### src/rtl/snake_segment_scanner_if.sv
// Segment-position bus between the game-tick side, snakeMoveLogic and the segment scanner.
// The scanner uses the slave modport; the driving side uses master.
interface snake_segment_scanner_if #(
  parameter int unsigned MAX_LEN = 16,
  parameter int unsigned COORD_W = 20
);
  localparam int unsigned LEN_W = $clog2(MAX_LEN + 1);

  logic               tick;
  logic [LEN_W-1:0]   length;
  logic               wallsOn;
  logic [COORD_W-1:0] X;
  logic [COORD_W-1:0] Y;
  logic [COORD_W-1:0] foodX;
  logic [COORD_W-1:0] foodY;
  logic [19:0]        bitNum;
  logic               scanBusy;
  logic               scanDone;
  logic               ateFood;
  logic               gameOver;

  modport master (
    output tick, length, wallsOn, X, Y, foodX, foodY,
    input  bitNum, scanBusy, scanDone, ateFood, gameOver
  );

  modport slave (
    input  tick, length, wallsOn, X, Y, foodX, foodY,
    output bitNum, scanBusy, scanDone, ateFood, gameOver
  );
endinterface

### src/rtl/snake_segment_scanner.sv
// Per-tick walk over the snake segments: latches the head, checks walls and self-collision,
// and reports scan completion, food pickup and a sticky game-over flag.
module snake_segment_scanner #(
  parameter int unsigned MAX_LEN = 16,
  parameter int unsigned COORD_W = 20,
  parameter int unsigned X_MIN   = 0,
  parameter int unsigned X_MAX   = 639,
  parameter int unsigned Y_MIN   = 0,
  parameter int unsigned Y_MAX   = 479
) (
  input logic                    clock,
  input logic                    reset,
  snake_segment_scanner_if.slave bus
);
  localparam int unsigned LEN_W = $clog2(MAX_LEN + 1);
  localparam int unsigned BIT_W = 20;

  typedef enum logic [2:0] {StIdle, StIssue, StSample, StDone, StOver} state_e;

  state_e             stateQ, stateD;
  logic [LEN_W-1:0]   idxQ, idxD;
  logic [LEN_W-1:0]   lenQ, lenD;
  logic               wallsQ, wallsD;
  logic [COORD_W-1:0] headXQ, headXD;
  logic [COORD_W-1:0] headYQ, headYD;

  logic [BIT_W-1:0]   bitNumD;
  logic               busyD, doneD, ateD, overD;

  logic [LEN_W-1:0]   lenClamp;
  logic               xLow, xHigh, yLow, yHigh, outside, hit;

  always_comb begin
    if (bus.length == '0) begin
      lenClamp = LEN_W'(1);
    end else if (bus.length > LEN_W'(MAX_LEN)) begin
      lenClamp = LEN_W'(MAX_LEN);
    end else begin
      lenClamp = bus.length;
    end
  end

  // A zero lower bound can never be violated by an unsigned coordinate.
  if (X_MIN > 0) begin : gXLow
    assign xLow = bus.X < COORD_W'(X_MIN);
  end else begin : gXNoLow
    assign xLow = 1'b0;
  end

  if (Y_MIN > 0) begin : gYLow
    assign yLow = bus.Y < COORD_W'(Y_MIN);
  end else begin : gYNoLow
    assign yLow = 1'b0;
  end

  assign xHigh   = bus.X > COORD_W'(X_MAX);
  assign yHigh   = bus.Y > COORD_W'(Y_MAX);
  assign outside = xLow | xHigh | yLow | yHigh;
  assign hit     = (idxQ == '0) ? (wallsQ & outside)
                                : ((bus.X == headXQ) && (bus.Y == headYQ));

  // State and registered outputs.
  always_ff @(posedge clock or posedge reset) begin
    if (reset) begin
      stateQ       <= StIdle;
      idxQ         <= '0;
      lenQ         <= LEN_W'(1);
      wallsQ       <= 1'b0;
      headXQ       <= '0;
      headYQ       <= '0;
      bus.bitNum   <= '0;
      bus.scanBusy <= 1'b0;
      bus.scanDone <= 1'b0;
      bus.ateFood  <= 1'b0;
      bus.gameOver <= 1'b0;
    end else begin
      stateQ       <= stateD;
      idxQ         <= idxD;
      lenQ         <= lenD;
      wallsQ       <= wallsD;
      headXQ       <= headXD;
      headYQ       <= headYD;
      bus.bitNum   <= bitNumD;
      bus.scanBusy <= busyD;
      bus.scanDone <= doneD;
      bus.ateFood  <= ateD;
      bus.gameOver <= overD;
    end
  end

  always_comb begin
    stateD = stateQ;
    idxD   = idxQ;
    lenD   = lenQ;
    wallsD = wallsQ;
    headXD = headXQ;
    headYD = headYQ;
    case (stateQ)
      StIdle: begin
        if (bus.tick) begin
          stateD = StIssue;
          idxD   = '0;
          lenD   = lenClamp;
          wallsD = bus.wallsOn;
        end
      end
      StIssue: stateD = StSample;
      StSample: begin
        if (idxQ == '0) begin
          headXD = bus.X;
          headYD = bus.Y;
        end
        if (hit) begin
          stateD = StOver;
        end else if (idxQ == lenQ - LEN_W'(1)) begin
          stateD = StDone;
        end else begin
          idxD   = idxQ + LEN_W'(1);
          stateD = StIssue;
        end
      end
      StDone: begin
        stateD = StIdle;
        idxD   = '0;
      end
      StOver:  stateD = StOver;
      default: stateD = StIdle;
    endcase
  end

  // Next values of the output registers, decoded from the next state so outputs line up with it.
  always_comb begin
    bitNumD = (stateD == StOver) ? '0 : BIT_W'(idxD);
    busyD   = (stateD == StIssue) || (stateD == StSample) || (stateD == StDone);
    doneD   = (stateD == StDone);
    ateD    = doneD && (headXD == bus.foodX) && (headYD == bus.foodY);
    overD   = (stateD == StOver);
  end
endmodule

### src/flat_wrapper.sv
// flat-port wrapper written by rule: the top's interface ports become plain ports
module snake_segment_scanner_flat 
#(
  parameter int unsigned MAX_LEN = 16,
  parameter int unsigned COORD_W = 20,
  parameter int unsigned X_MIN   = 0,
  parameter int unsigned X_MAX   = 639,
  parameter int unsigned Y_MIN   = 0,
  parameter int unsigned Y_MAX   = 479
)
  (clock, reset, bus_tick, bus_length, bus_wallsOn, bus_X, bus_Y, bus_foodX, bus_foodY, bus_bitNum, bus_scanBusy, bus_scanDone, bus_ateFood, bus_gameOver);
  snake_segment_scanner_if #(.MAX_LEN(MAX_LEN), .COORD_W(COORD_W)) bus_i ();
  input logic clock;
  input logic reset;
  input wire logic [$bits(bus_i.tick)-1:0] bus_tick;
  input wire logic [$bits(bus_i.length)-1:0] bus_length;
  input wire logic [$bits(bus_i.wallsOn)-1:0] bus_wallsOn;
  input wire logic [$bits(bus_i.X)-1:0] bus_X;
  input wire logic [$bits(bus_i.Y)-1:0] bus_Y;
  input wire logic [$bits(bus_i.foodX)-1:0] bus_foodX;
  input wire logic [$bits(bus_i.foodY)-1:0] bus_foodY;
  output wire logic [$bits(bus_i.bitNum)-1:0] bus_bitNum;
  output wire logic [$bits(bus_i.scanBusy)-1:0] bus_scanBusy;
  output wire logic [$bits(bus_i.scanDone)-1:0] bus_scanDone;
  output wire logic [$bits(bus_i.ateFood)-1:0] bus_ateFood;
  output wire logic [$bits(bus_i.gameOver)-1:0] bus_gameOver;
  assign bus_i.tick = bus_tick;
  assign bus_i.length = bus_length;
  assign bus_i.wallsOn = bus_wallsOn;
  assign bus_i.X = bus_X;
  assign bus_i.Y = bus_Y;
  assign bus_i.foodX = bus_foodX;
  assign bus_i.foodY = bus_foodY;
  assign bus_bitNum = bus_i.bitNum;
  assign bus_scanBusy = bus_i.scanBusy;
  assign bus_scanDone = bus_i.scanDone;
  assign bus_ateFood = bus_i.ateFood;
  assign bus_gameOver = bus_i.gameOver;
  snake_segment_scanner #(.MAX_LEN(MAX_LEN), .COORD_W(COORD_W), .X_MIN(X_MIN), .X_MAX(X_MAX), .Y_MIN(Y_MIN), .Y_MAX(Y_MAX)) u_core (.clock(clock), .reset(reset), .bus(bus_i));
endmodule
### config.mk
export PLATFORM = sky130hd
export DESIGN_NAME = snake_segment_scanner_flat
export DESIGN_NICKNAME = d
export VERILOG_FILES = /design/src/rtl/snake_segment_scanner_if.sv /design/src/rtl/snake_segment_scanner.sv /design/src/flat_wrapper.sv
export SDC_FILE = /design/constraint.sdc
export NUM_CORES = 1
export LEC_CHECK = 0
export ABC_AREA = 1
export CORE_ASPECT_RATIO = 2
export CORE_MARGIN = 2
export CORE_UTILIZATION = 39
export DETAILED_ROUTE_END_ITERATION = 7
export PLACE_DENSITY = 0.77
export SETUP_SLACK_MARGIN = 0.15
export SYNTH_ARGS = -nofsm -noshare
export SYNTH_HDL_FRONTEND = slang
export SYNTH_SLANG_ARGS = --single-unit
### constraint.sdc
create_clock -name clock -period 2.2 [get_ports clock]
set_input_delay 0.33 -clock clock [delete_from_list [all_inputs] [get_ports clock]]
set_output_delay 0.33 -clock clock [all_outputs]
set_load 0.01 [all_outputs]
# Word level (Yosys, flattened, before mapping)
# Index checks and enable logic that the tools add are counted.
# word_totals
out_inout_bits	24
memories	0
romBits	0
ram_bits	0
regBits	63
inputBits	89
elab_cells	56
latchBits	0
# classes
shifts	0
n_lt_le_gt_ge	3
div	0
eq_ne	13
mux	16
n_addsub	2
n_bitwise	2
n_mul	0
reduce_logical	9
# ops
cell	n
$eq A20 B20 Y1	4
$mux W20	4
$mux W5	6
$gt A20 B10 Y1 const B	1
$gt A20 B9 Y1 const B	1
$pmux W5 S3	1
$eq A3 B2 Y1 const B	4
$pmux W3 S4	1
$logic_not A5 Y1	2
$eq A3 B1 Y1 const B	2
$eq A3 B3 Y1 const B	2
$mux W3	2
$add A5 B1 Y5 const B	1
$eq A5 B5 Y1	1
$gt A5 B5 Y1 const B	1
$sub A5 B1 Y5 const B	1
$logic_and A1 B1 Y1	3
$logic_not A3 Y1	1
$logic_or A1 B1 Y1	2
$mux W2	1
$reduce_and A2 Y1	1
$and A1 B1 Y1	1
$mux W1	1
$or A1 B1 Y1	1

# Longest topological paths before layout
# Gate-level depths: netlist of run 1.
# depth
word_depth	9
mapped_depth	17

# Worst setup path before layout of run 1
# Ideal clock, no wire load.
# synth_timing
path_kind	reg-to-reg
startpoint	reg u_core.lenQ[0]
endpoint	reg u_core.bus.bitNum[1]
path_buffers	0
stages_incl_launch_ff	12
slack_ps	319
synth_period_minus_slack_ps	1881
arrival_time_ps	1803
setup_time_ps	77
t_required_ps	2123
cell_sequence	dfstp_2 -> inv_1 -> ha_1 -> xor2_1 -> nand3_1 -> nor2_1 -> nand2_1 -> nand2_1 -> nand2_1 -> nand2_1 -> nand3_1 -> a21oi_1
# synth_via
elab_chain_cells	7
elab_cells_between_ends	10
# synth_lines
element	line	source
from (decl)	snake_segment_scanner.sv:22	logic [LEN_W-1:0] lenQ, lenD;
from (signal assigned)	snake_segment_scanner.sv:79	lenQ <= lenD;
$sub A5 B1 Y5 *	snake_segment_scanner.sv:115	end else if (idxQ == lenQ - LEN_W'(1)) begin
$eq A5 B5 Y1 *	snake_segment_scanner.sv:115	
$mux W2	snake_segment_scanner.sv:115	
$mux W3	snake_segment_scanner.sv:113	if (hit) begin
$pmux W3 S4	snake_segment_scanner.sv:98	case (stateQ)
$eq A3 B3 Y1	snake_segment_scanner.sv:133	bitNumD = (stateD == StOver) ? '0 : BIT_W'(idxD);
$mux W5 *	snake_segment_scanner.sv:133	
via u_core.bitNumD[1]	snake_segment_scanner.sv:27	logic [BIT_W-1:0] bitNumD;
to (signal assigned)	snake_segment_scanner.sv:83	bus.bitNum <= bitNumD;
to (decl)	snake_segment_scanner_if.sv:29	output bitNum, scanBusy, scanDone, ateFood, gameOver
# The timed path passes the listed nets; every way through them passes the cells marked *.
# A chain may end at the register's enable or synchronous reset.

# Worst setup path in the final report of run 1
# layout_timing
startpoint	reg u_core.idxQ[1]
endpoint	reg u_core.bus.ateFood
# layout_via
elab_cells_between_ends	15
# layout_lines
element	line	source
from (decl)	snake_segment_scanner.sv:21	logic [LEN_W-1:0] idxQ, idxD;
from (signal assigned)	snake_segment_scanner.sv:78	idxQ <= idxD;
$logic_not A5 Y1	snake_segment_scanner.sv:109	if (idxQ == '0) begin
$mux W20	snake_segment_scanner.sv:109	
$mux W20	snake_segment_scanner.sv:98	
via u_core.headYD[1]	snake_segment_scanner.sv:25	logic [COORD_W-1:0] headYQ, headYD;
$eq A20 B20 Y1	snake_segment_scanner.sv:136	ateD = doneD && (headXD == bus.foodX) && (headYD == bus.foodY);
$logic_and A1 B1 Y1	snake_segment_scanner.sv:136	
via u_core.ateD	snake_segment_scanner.sv:28	logic busyD, doneD, ateD, overD;
to (signal assigned)	snake_segment_scanner.sv:86	bus.ateFood <= ateD;
to (decl)	snake_segment_scanner_if.sv:29	
# The timed path passes the listed nets, and every way through them passes these cells.

==> results of run 1 <==
-- registers in the layout (all words and copies together) (netlist names) --
name                 flops
u_core.lenQ              5
u_core.bus.ateFood       1
u_core.headXQ           20
u_core.bus.gameOver      1
u_core.bus.scanDone      1
u_core.idxQ              5
u_core.headYQ           20
u_core.bus.scanBusy      1
u_core.bus.bitNum        5
u_core.stateQ            3
u_core.wallsQ            1
-- Yosys cell counts --
| master | instances | area [sq um] |
|---|---|---|
| sky130_fd_sc_hd__o21ai_2 | 5 | 43.8 |
| sky130_fd_sc_hd__o211ai_1 | 1 | 7.51 |
| sky130_fd_sc_hd__nor2_1 | 46 | 173 |
| sky130_fd_sc_hd__nor3_1 | 2 | 10.0 |
| sky130_fd_sc_hd__inv_2 | 4 | 15.0 |
| sky130_fd_sc_hd__nand2_1 | 294 | 1100 |
| sky130_fd_sc_hd__a21boi_0 | 1 | 7.51 |
| sky130_fd_sc_hd__nand2_4 | 1 | 11.3 |
| sky130_fd_sc_hd__nand3_1 | 45 | 225 |
| sky130_fd_sc_hd__xor2_1 | 11 | 96.3 |
| sky130_fd_sc_hd__nand3b_1 | 19 | 143 |
| sky130_fd_sc_hd__a31oi_1 | 1 | 6.26 |
| sky130_fd_sc_hd__o22ai_1 | 3 | 18.8 |
| sky130_fd_sc_hd__conb_1 | 1 | 3.75 |
| sky130_fd_sc_hd__nand3_2 | 1 | 10.0 |
| sky130_fd_sc_hd__inv_1 | 90 | 338 |
| sky130_fd_sc_hd__xnor2_1 | 27 | 236 |
| sky130_fd_sc_hd__o21ai_1 | 2 | 10.0 |
| sky130_fd_sc_hd__o21ai_0 | 9 | 45.0 |
| sky130_fd_sc_hd__nor2_4 | 2 | 22.5 |
| sky130_fd_sc_hd__ha_1 | 3 | 37.5 |
| sky130_fd_sc_hd__nor2_8 | 1 | 20.0 |
| sky130_fd_sc_hd__nand2_2 | 10 | 62.6 |
| sky130_fd_sc_hd__dfrtp_1 | 62 | 1550 |
| sky130_fd_sc_hd__nand2_8 | 1 | 20.0 |
| sky130_fd_sc_hd__a21oi_1 | 5 | 25.0 |
| sky130_fd_sc_hd__dfstp_2 | 1 | 26.3 |
| sky130_fd_sc_hd__clkinv_1 | 1 | 3.75 |
| sky130_fd_sc_hd__buf_6 | 9 | 101 |
| sky130_fd_sc_hd__buf_4 | 16 | 120 |
| sky130_fd_sc_hd__nand4_1 | 7 | 43.8 |
| sky130_fd_sc_hd__nand3b_4 | 1 | 20.0 |
-- per-layer routing --
metal	track usage, %	up-vias
met2	42.2	172
met4	17.9	0
li1	-	2421
met1	22.3	2267
met5	0	-
met3	4.36	64
-- kinds of logic (layout without fill, tap and decap cells) --
family,after synthesis,after routing,synth area share (%)
AOI/OAI and AO/OA,27,27,3.60
adders and majority gates,3,3,0.824
DFF,63,63,34.6
other,1,15,0.0823
and+or+nand+nor,430,432,40.9
buffers and inverters,120,289,12.7
xor gates and xnor gates,38,38,7.30
-- power by group through the flow --
stage | Clock, mW | Sequential [mW] | Combinational (mW)
after floorplan | 0 | 2.07 | 3.04
after global placement | 0 | 2.09 | 4.63
after detailed placement | 0 | 2.11 | 4.71
after CTS | 1.31 | 2.10 | 5.48
after global routing | 1.38 | 2.18 | 6.62
final | 1.29 | 2.12 | 6.05
-- worst paths after layout --
path,end,slack (ps),start
max,u_core.bus.ateFood,-130,u_core.idxQ[1]
min,u_core.headYQ[7],270,reset
max reg2reg,u_core.bus.ateFood,-130,u_core.idxQ[1]
min reg2reg,u_core.headXQ[7],530,u_core.headXQ[7]
max in group asynchronous,u_core.lenQ[0],1320,reset
min in group clock,u_core.headXQ[7],530,u_core.headXQ[7]
-- stage by stage --
stage	util [%]	setup WS, ps	hold slack, ps	total power, mW
after global placement	53.0	-99.3	510	6.73
after CTS	57.9	5.57	277	8.90
final	60.0	-130	268	9.46
after floorplan	-	302	451	5.11
after global routing	60.0	-220	304	10.2
after detailed placement	53.0	-171	512	6.82
-- area by class of cell --
class                   count  area (sq um)
multi-input cells         515          2710
repair buffers            180          1720
fillers                  1007          4540
flip-flops and latches     63          1580
clock inverters             1          5.00
clock buffers              13           260
inverters                  95           364
well taps                 142           178
-- worst max-delay path: cells and delay by family (launching register included) --
kind                     cells  cell delay, ps
adder cells (fa/ha/maj)      1             150
flip-flops                   1             380
AND/OR/NAND/NOR             12            1110
buffers and inverters        5             610
-- what timing repair did --
| item | CTS | global route |
|---|---|---|
| resized for setup | 32 | 47 |
| cloned | 3 | 1 |
| buffers inserted | 14 | 7 |
| endpoints found under the hold margin | 0 | 0 |
| pin swaps | 13 | 32 |
| endpoints found under the setup margin | 17 | 17 |
| hold buffers | 0 | 0 |
==> results by stage, run 1 <==
Run status:
- The run finished, with violations left.
- The final reports fail on setup timing.

Cells and area:
- The layout overhead on the synthesized area is 49.5%.
- The number of non-filler instances in the completed layout is 1009.
- The repair_antennas step left the layout with diodes totalling 0.
- The number of nets in the layout is 956.
- The ratio of cells with drive above 1 in the final layout is 20.3%.
- Leaving out fill and tap cells, the most frequent cell in the layout is sky130_fd_sc_hd__nand2_1.
- The finished cells cover 6820 sq um.
- Leaving out fill and tap cells, the most frequent cells in the layout are sky130_fd_sc_hd__nand2_1 (272), sky130_fd_sc_hd__clkdlybuf4s50_1 (97), sky130_fd_sc_hd__inv_1 (85), sky130_fd_sc_hd__buf_4 (67), sky130_fd_sc_hd__dfrtp_1 (62).

Synthesis:
- The synthesis warning total is 0.
- In this run, synthesis produced a sequential element count of 63.
- The number of different library cells used by synthesis comes to 32.
- A synthesized cell averages approximately 6.7 sq um.
- For this run, the register share of the synthesized area comes to 34.6%.
- The synthesized area is approximately 4600 sq um.
- The number of standard cells after synthesis is between 600 and 700.

Run:
- Across the run, the number of max-cap violations was 0.

Place:
- The HPWL after detailed placement is approximately 10000 microns.
- In this run the tool buffered the top-level ports with 97 buffer cells.
- The global placer's final weighted congestion is 0.866.
- The number of placed instances, taps included, is 970.
- Summing all placed instances gives a cell area of ~6000 sq um.

Pwr:
- In this run, the combinational gates consume 63.9% of the power.
- The worst supply voltage drop on vdd is 0.000790 V.
- In this run, the clock network consumes 13.7% of the power.
- The switching power share of the total is between 40 and 50%.
- The static leakage power is 3.54 nW.
- The sequential cell fraction of total power is 22.4%.
- In this run the power spent charging and discharging nets is 4.10 mW.
- For this design the ratio of total power to cell area is between 1000 and 1500 nW/um^2.
- The design internal power is 5.36 mW.

Timing:
- The number of pins with negative max-slew slack in the final report is 0.
- The total negative setup slack is -130 ps.
- After layout, the minimum clock period comes to 2330 ps.
- The worst setup slack after layout is -130 ps.
- The number of hold violations in the final report came to 0.
- After layout, the worst path uses 106% of the clock period.
- Setup repair after global routing could not meet its margin everywhere.
- The final setup violation count is 1.
- The timing-limited maximum frequency is 0.429 GHz.
- Between clock sinks in the finished design, the worst skew comes to roughly 7.4 ps.

Floorplan:
- The area of the core is 11400 sq um.
- The total die area is around 13000 sq um.
- After floorplanning, the core was divided into between 50 and 60 placement rows.
- Measured along the y axis, the die boundary spans 157 microns.
- The number of primary I/O pins is around 110.
- The width of the die is 80.4 microns.
- The initial core utilization is 40.1%.

Global route:
- The number of global-route vias before repair is 4919.
- Entering global routing, the biggest net connects 54 pins.
- Global routing consumed, over all layers together, 23.3% of the routing resources.
- The total overflow left after global routing is 0.
- The initial antenna violation count is 0.
- The wire length of the first global-routing pass is 22000 microns.

Critical path:
- The biggest cell delay along the critical path is 380 ps.
- The launching element type of the critical path is a register.
- In this run the worst path has a maximum fanout of 5.
- Walking the worst path, the cells encountered are inv_2 -> ha_4 -> buf_6 -> nand3_4 -> nor2_4 -> buf_12 -> buf_4 -> nand2_1 -> nand2_1 -> nand2_1 -> nand2_1 -> nand2_1 -> nor2_1 -> nand2_1 -> nor2_1 -> buf_4 -> nand3_4 -> nor2_2.
- The critical path required time is 2460 ps.
- The worst path arrival time is 2590 ps.
- The element type at the critical path end is a register.
- The depth of the most critical reg-to-reg path is 18.
- The type of the worst setup path is register to register.
- The slowest stage of the critical path belongs to the cell sky130_fd_sc_hd__dfrtp_1.
- Among the stages of the critical path, the cell type that occurs most often is sky130_fd_sc_hd__nand2_1.

Detailed routing:
- The first-pass iteration count of the detailed router is 6.
- The met3 wire length is 704 microns.
- The routed design uses around 7800 microns of met2 wire.
- The highest metal layer carrying signal wires in the routed design is met4.
- The count of nets left with antenna violations once routing finished came out at 0.
- The total via count in the routed design is 4924.
- In the final routing, the length of wire on met1 measures 4870 microns.
- In the routed layout, each cell is associated on average with a via count of 4.88.
- The DRC violation total after the first TritonRoute iteration is 260.
- The final wirelength is 14500 microns.
- In the final routed layout, each cell accounts on average for around 14 microns.
- The detailed-route DRC error count is 0.

CTS:
- In this run the clock root is driven by a sky130_fd_sc_hd__clkbuf_16.
- In this run the number of H-tree levels came out at 3.
- No sink is reached through more buffers than the 2 on the longest clock path.
- Clock-pin slew was measured on the worst setup and hold paths at 50 ps.
- TritonCTS built the clock tree.
- For the worst-skew pair, the clock arrives at the later sink with an insertion delay of around 330 ps.
- For this design, the sink count on the clock tree is 63.
- The number of CTS-inserted buffers is 9.

Worst hold path:
- The worst min-delay path category is input port to asynchronous set/reset pin.
No activity file was read; power rests on OpenSTA's default activity.
==> run 2, diff against run 1 <==
CORE_MARGIN = 3   (was 2)
CTS_BUF_LIST = sky130_fd_sc_hd__clkbuf_8   (was not set)
==> run 2 against run 1 <==
Compared with the run above:
- worst hold slack improved by 85 ps
- clock-buffer cell count is 2 lower
- the flow still finishes with violations (setup timing)
- sequential power barely moved
- flip-flop and latch count did not move
- register-to-register slack better by 130 ps
- design area shrank 3.9%
- routed wire length is 1.5% lower
- die area grew 3.8%
==> results by stage, run 2 (synthesis gave the netlist of run 1 again) <==
Pwr:
- In this run, the clock network consumes 10.4% of the power.
- The design internal power is ~4.7 mW.
- Of the total power, combinational logic draws 65.2%.
- The analysis attributes to cell leakage a power of between 3 and 4 nW.
- The worst supply voltage drop on vdd is between 0.0007 and 0.0008 V.
- The net switching power is just under 4 mW.
- Dividing total power by cell area gives a power density of 1320 nW/um^2.
- The switching power share of the total is 45.1%.
- The sequential cell fraction of total power is 24.4%.

Critical path:
- The buffers plus inverters on the worst setup path is 2.
- The launch instance of the worst register-to-register path is u_core.idxQ[1].
- The element type at the critical path end is a register.
- The capturing point of the worst reg2reg path is u_core.bus.ateFood.
- Traced cell by cell, the critical path runs through inv_2 -> ha_4 -> nand2_1 -> nor2_4 -> nand2_8 -> buf_4 -> nand2_2 -> o21ai_2 -> nand2_1 -> nand2_1 -> nor2_1 -> nand2_1 -> nor2_1 -> nand3_2 -> nor2_1.
- The launching element type of the critical path is a register.
- The type of the worst setup path is register to register.
- The critical path's slowest cell is sky130_fd_sc_hd__dfrtp_1.
- In this run the worst path has a maximum fanout of 18.
- For the worst flop-to-flop path, the logic depth is 15.
- The setup check on the worst reg-to-reg path leaves a slack of -2 ps.
- The worst path arrival time is 2480 ps.
- For the worst setup path, the data required time is 2480 ps.
- In this design, the stage delay of the slowest critical-path cell is 380 ps.
- In this design, the largest share of critical-path delay is due to simple AND/OR/NAND/NOR gates.
- The most common cell type on the critical path is sky130_fd_sc_hd__nand2_1.

CTS:
- The tree is rooted in a sky130_fd_sc_hd__clkbuf_8.
- The number of buffers between clock root and the deepest sink is 2.
- The clock tree from TritonCTS is yes.
- The register clock-pin slew on the reported worst setup and hold paths is about 70 ps.
- CTS saw 63 sinks.
- The number of levels the H-tree was split into is 3.
- The number of CTS-inserted buffers is 9.
- The clock reaches the later pin of the worst-skew pair after 360 ps.

Place:
- Once placement completed, the tool counted placed cells totaling 975.
- The total of buffers placed on input and output ports is 97.
- At the placement stage, the worst setup path has a slack of -194 ps.
- The wire-length estimate of the detail-placed layout is about 11000 microns.
- The global placer's final weighted congestion is 0.866.

Timing:
- The number of hold violations in the final report is 0.
- Counting I/O delays and the setup requirement, the final critical path takes 2200 ps.
- Hold timing on the final database bottoms out at a slack of 353 ps.
- Dividing the final minimum period by the clock period gives 100%.
- Once routing completed, OpenROAD measured the worst setup slack at -2.45 ps.
- The number of pins with negative max-slew slack in the final report is 0.
- The worst setup skew after layout is 14.9 ps.
- Setup repair after global routing could not meet its margin everywhere.
- Headroom to the max-slew limit came out at between 60% and 70%.
- Timing would allow up to 0.454 GHz.
- The total negative setup slack is -2.45 ps.
- Setup violations remaining at the end of the flow were counted as 1.
- At the pin with the least slew margin, the transition time is ~560 ps.

Cells and area:
- The ratio of cells with drive above 1 in the final layout is between 15 and 20%.
- In the final layout, flip-flops and latches occupy 1580 sq um.
- Summing all multi-input logic gate instances after layout gives 2650 sq um.
- In the layout the commonest cells are sky130_fd_sc_hd__nand2_1 (279), sky130_fd_sc_hd__clkdlybuf4s50_1 (97), sky130_fd_sc_hd__inv_1 (88), sky130_fd_sc_hd__dfrtp_1 (62), sky130_fd_sc_hd__buf_4 (61).
- The number of nets in the layout is about 950.
- Fill cells in the final layout number between 1k and 1.5k.
- The finished layout holds 999 standard cells, fillers aside.
- The leading cell type in the layout, fill and taps excluded is sky130_fd_sc_hd__nand2_1.
- The area growth from synthesis to layout is 43.6%.
- The largest registers in the layout are u_core.headXQ: 20 flops, u_core.headYQ: 20 flops.

Detailed routing:
- For this block, the routed nets add up to 14300 microns of wire.
- After detailed routing, the number of remaining DRC violations is 0.
- After detailed routing, the number of vias per cell comes to 4.87.
- The count of antenna-violating nets left after detailed routing is 0.
- The total via count in the routed design is 4868.
- The first routing iteration left 210 violations.
- The first-pass iteration count of the detailed router is 4.
- The wire length per cell after detailed routing is roughly 14 microns.

Global route:
- The initial antenna violation count came to 1.
- Global routing consumed, over all layers together, 22.8% of the routing resources.
- The wire length of the first global-routing pass is 22600 microns.
- The number of global-route vias before repair was 4920.
- The pin count of the biggest net entering global routing is 25.
- The total overflow reported by the global router is 0.

Floorplan:
- Row generation in the floorplan step produced 55 rows.
- After floorplanning, the core was sized to cover between 10000 and 15000 sq um.
- The width of the die is around 82 microns.
- The total die area is roughly 13000 sq um.
- The initial core utilization is 40.1%.
- The vertical die dimension is 159 microns.
- 113 I/O pins were placed.

Run status:
- The run finished, with violations left.
- The final reports fail on setup timing.

Run:
- The number of maximum-capacitance violations is 0.

Worst hold path:
- The path class of the tightest hold or removal check is input port to asynchronous set/reset pin.
run 2: power by group through the flow:
stage / clock [mW] / sequential [mW] / combinational [mW]
after floorplan: 0 / 2.07 / 3.04
after global placement: 0 / 2.10 / 4.68
after detailed placement: 0 / 2.11 / 4.78
after CTS: 0.903 / 2.10 / 5.39
after global routing: 0.972 / 2.17 / 6.21
final: 0.900 / 2.11 / 5.63
run 2: through the flow:
| stage | cell area [sq um] | utilization (%) | power (mW) |
|---|---|---|---|
| floorplan | 4610 | - | 5.11 |
| global placement | 6060 | 53.4 | 6.78 |
| detailed placement | 6060 | 53.4 | 6.89 |
| CTS | 6460 | 56.9 | 8.40 |
| global route | 6550 | 57.7 | 9.36 |
| finish | 6550 | 57.7 | 8.64 |
run 2: worst max path at each step:
stage,to,start,slack (ps),cells past startpoint
floorplan,u_core.bus.ateFood,reset,300,1
global placement,u_core.bus.bitNum[0],bus_X[7],-110,13
detailed placement,u_core.bus.ateFood,bus_X[8],-190,11
CTS,u_core.bus.ateFood,u_core.idxQ[1],-0.2,17
global route,u_core.bus.ateFood,u_core.idxQ[1],-170,15
finish,u_core.bus.ateFood,u_core.idxQ[1],-2,15
run 2: metal layers:
| layer | track usage [%] | wire length, microns | vias to the layer above |
|---|---|---|---|
| met5 | 0 | 0 | - |
| met4 | 14.7 | 886 | 0 |
| met3 | 4.88 | 814 | 56 |
| met2 | 41.3 | 7850 | 148 |
| met1 | 21.8 | 4730 | 2268 |
| li1 | - | - | 2396 |
run 2: final cells by class:
cell class	count	area share (%)
timing repair buffer	170	24.7
clock buffer	11	2.31
tap	142	2.71
inverter	95	5.52
multi-input combinational	514	40.4
clock inverter	3	0.191
antenna	1	0.0382
sequential	63	24.1
run 2: what timing repair did:
item,4_1_cts,5_1_grt
cloned,2,0
pin swaps,17,8
setup buffers,6,1
setup endpoints to repair,17,17
gates resized for setup,39,21
hold buffers,0,0
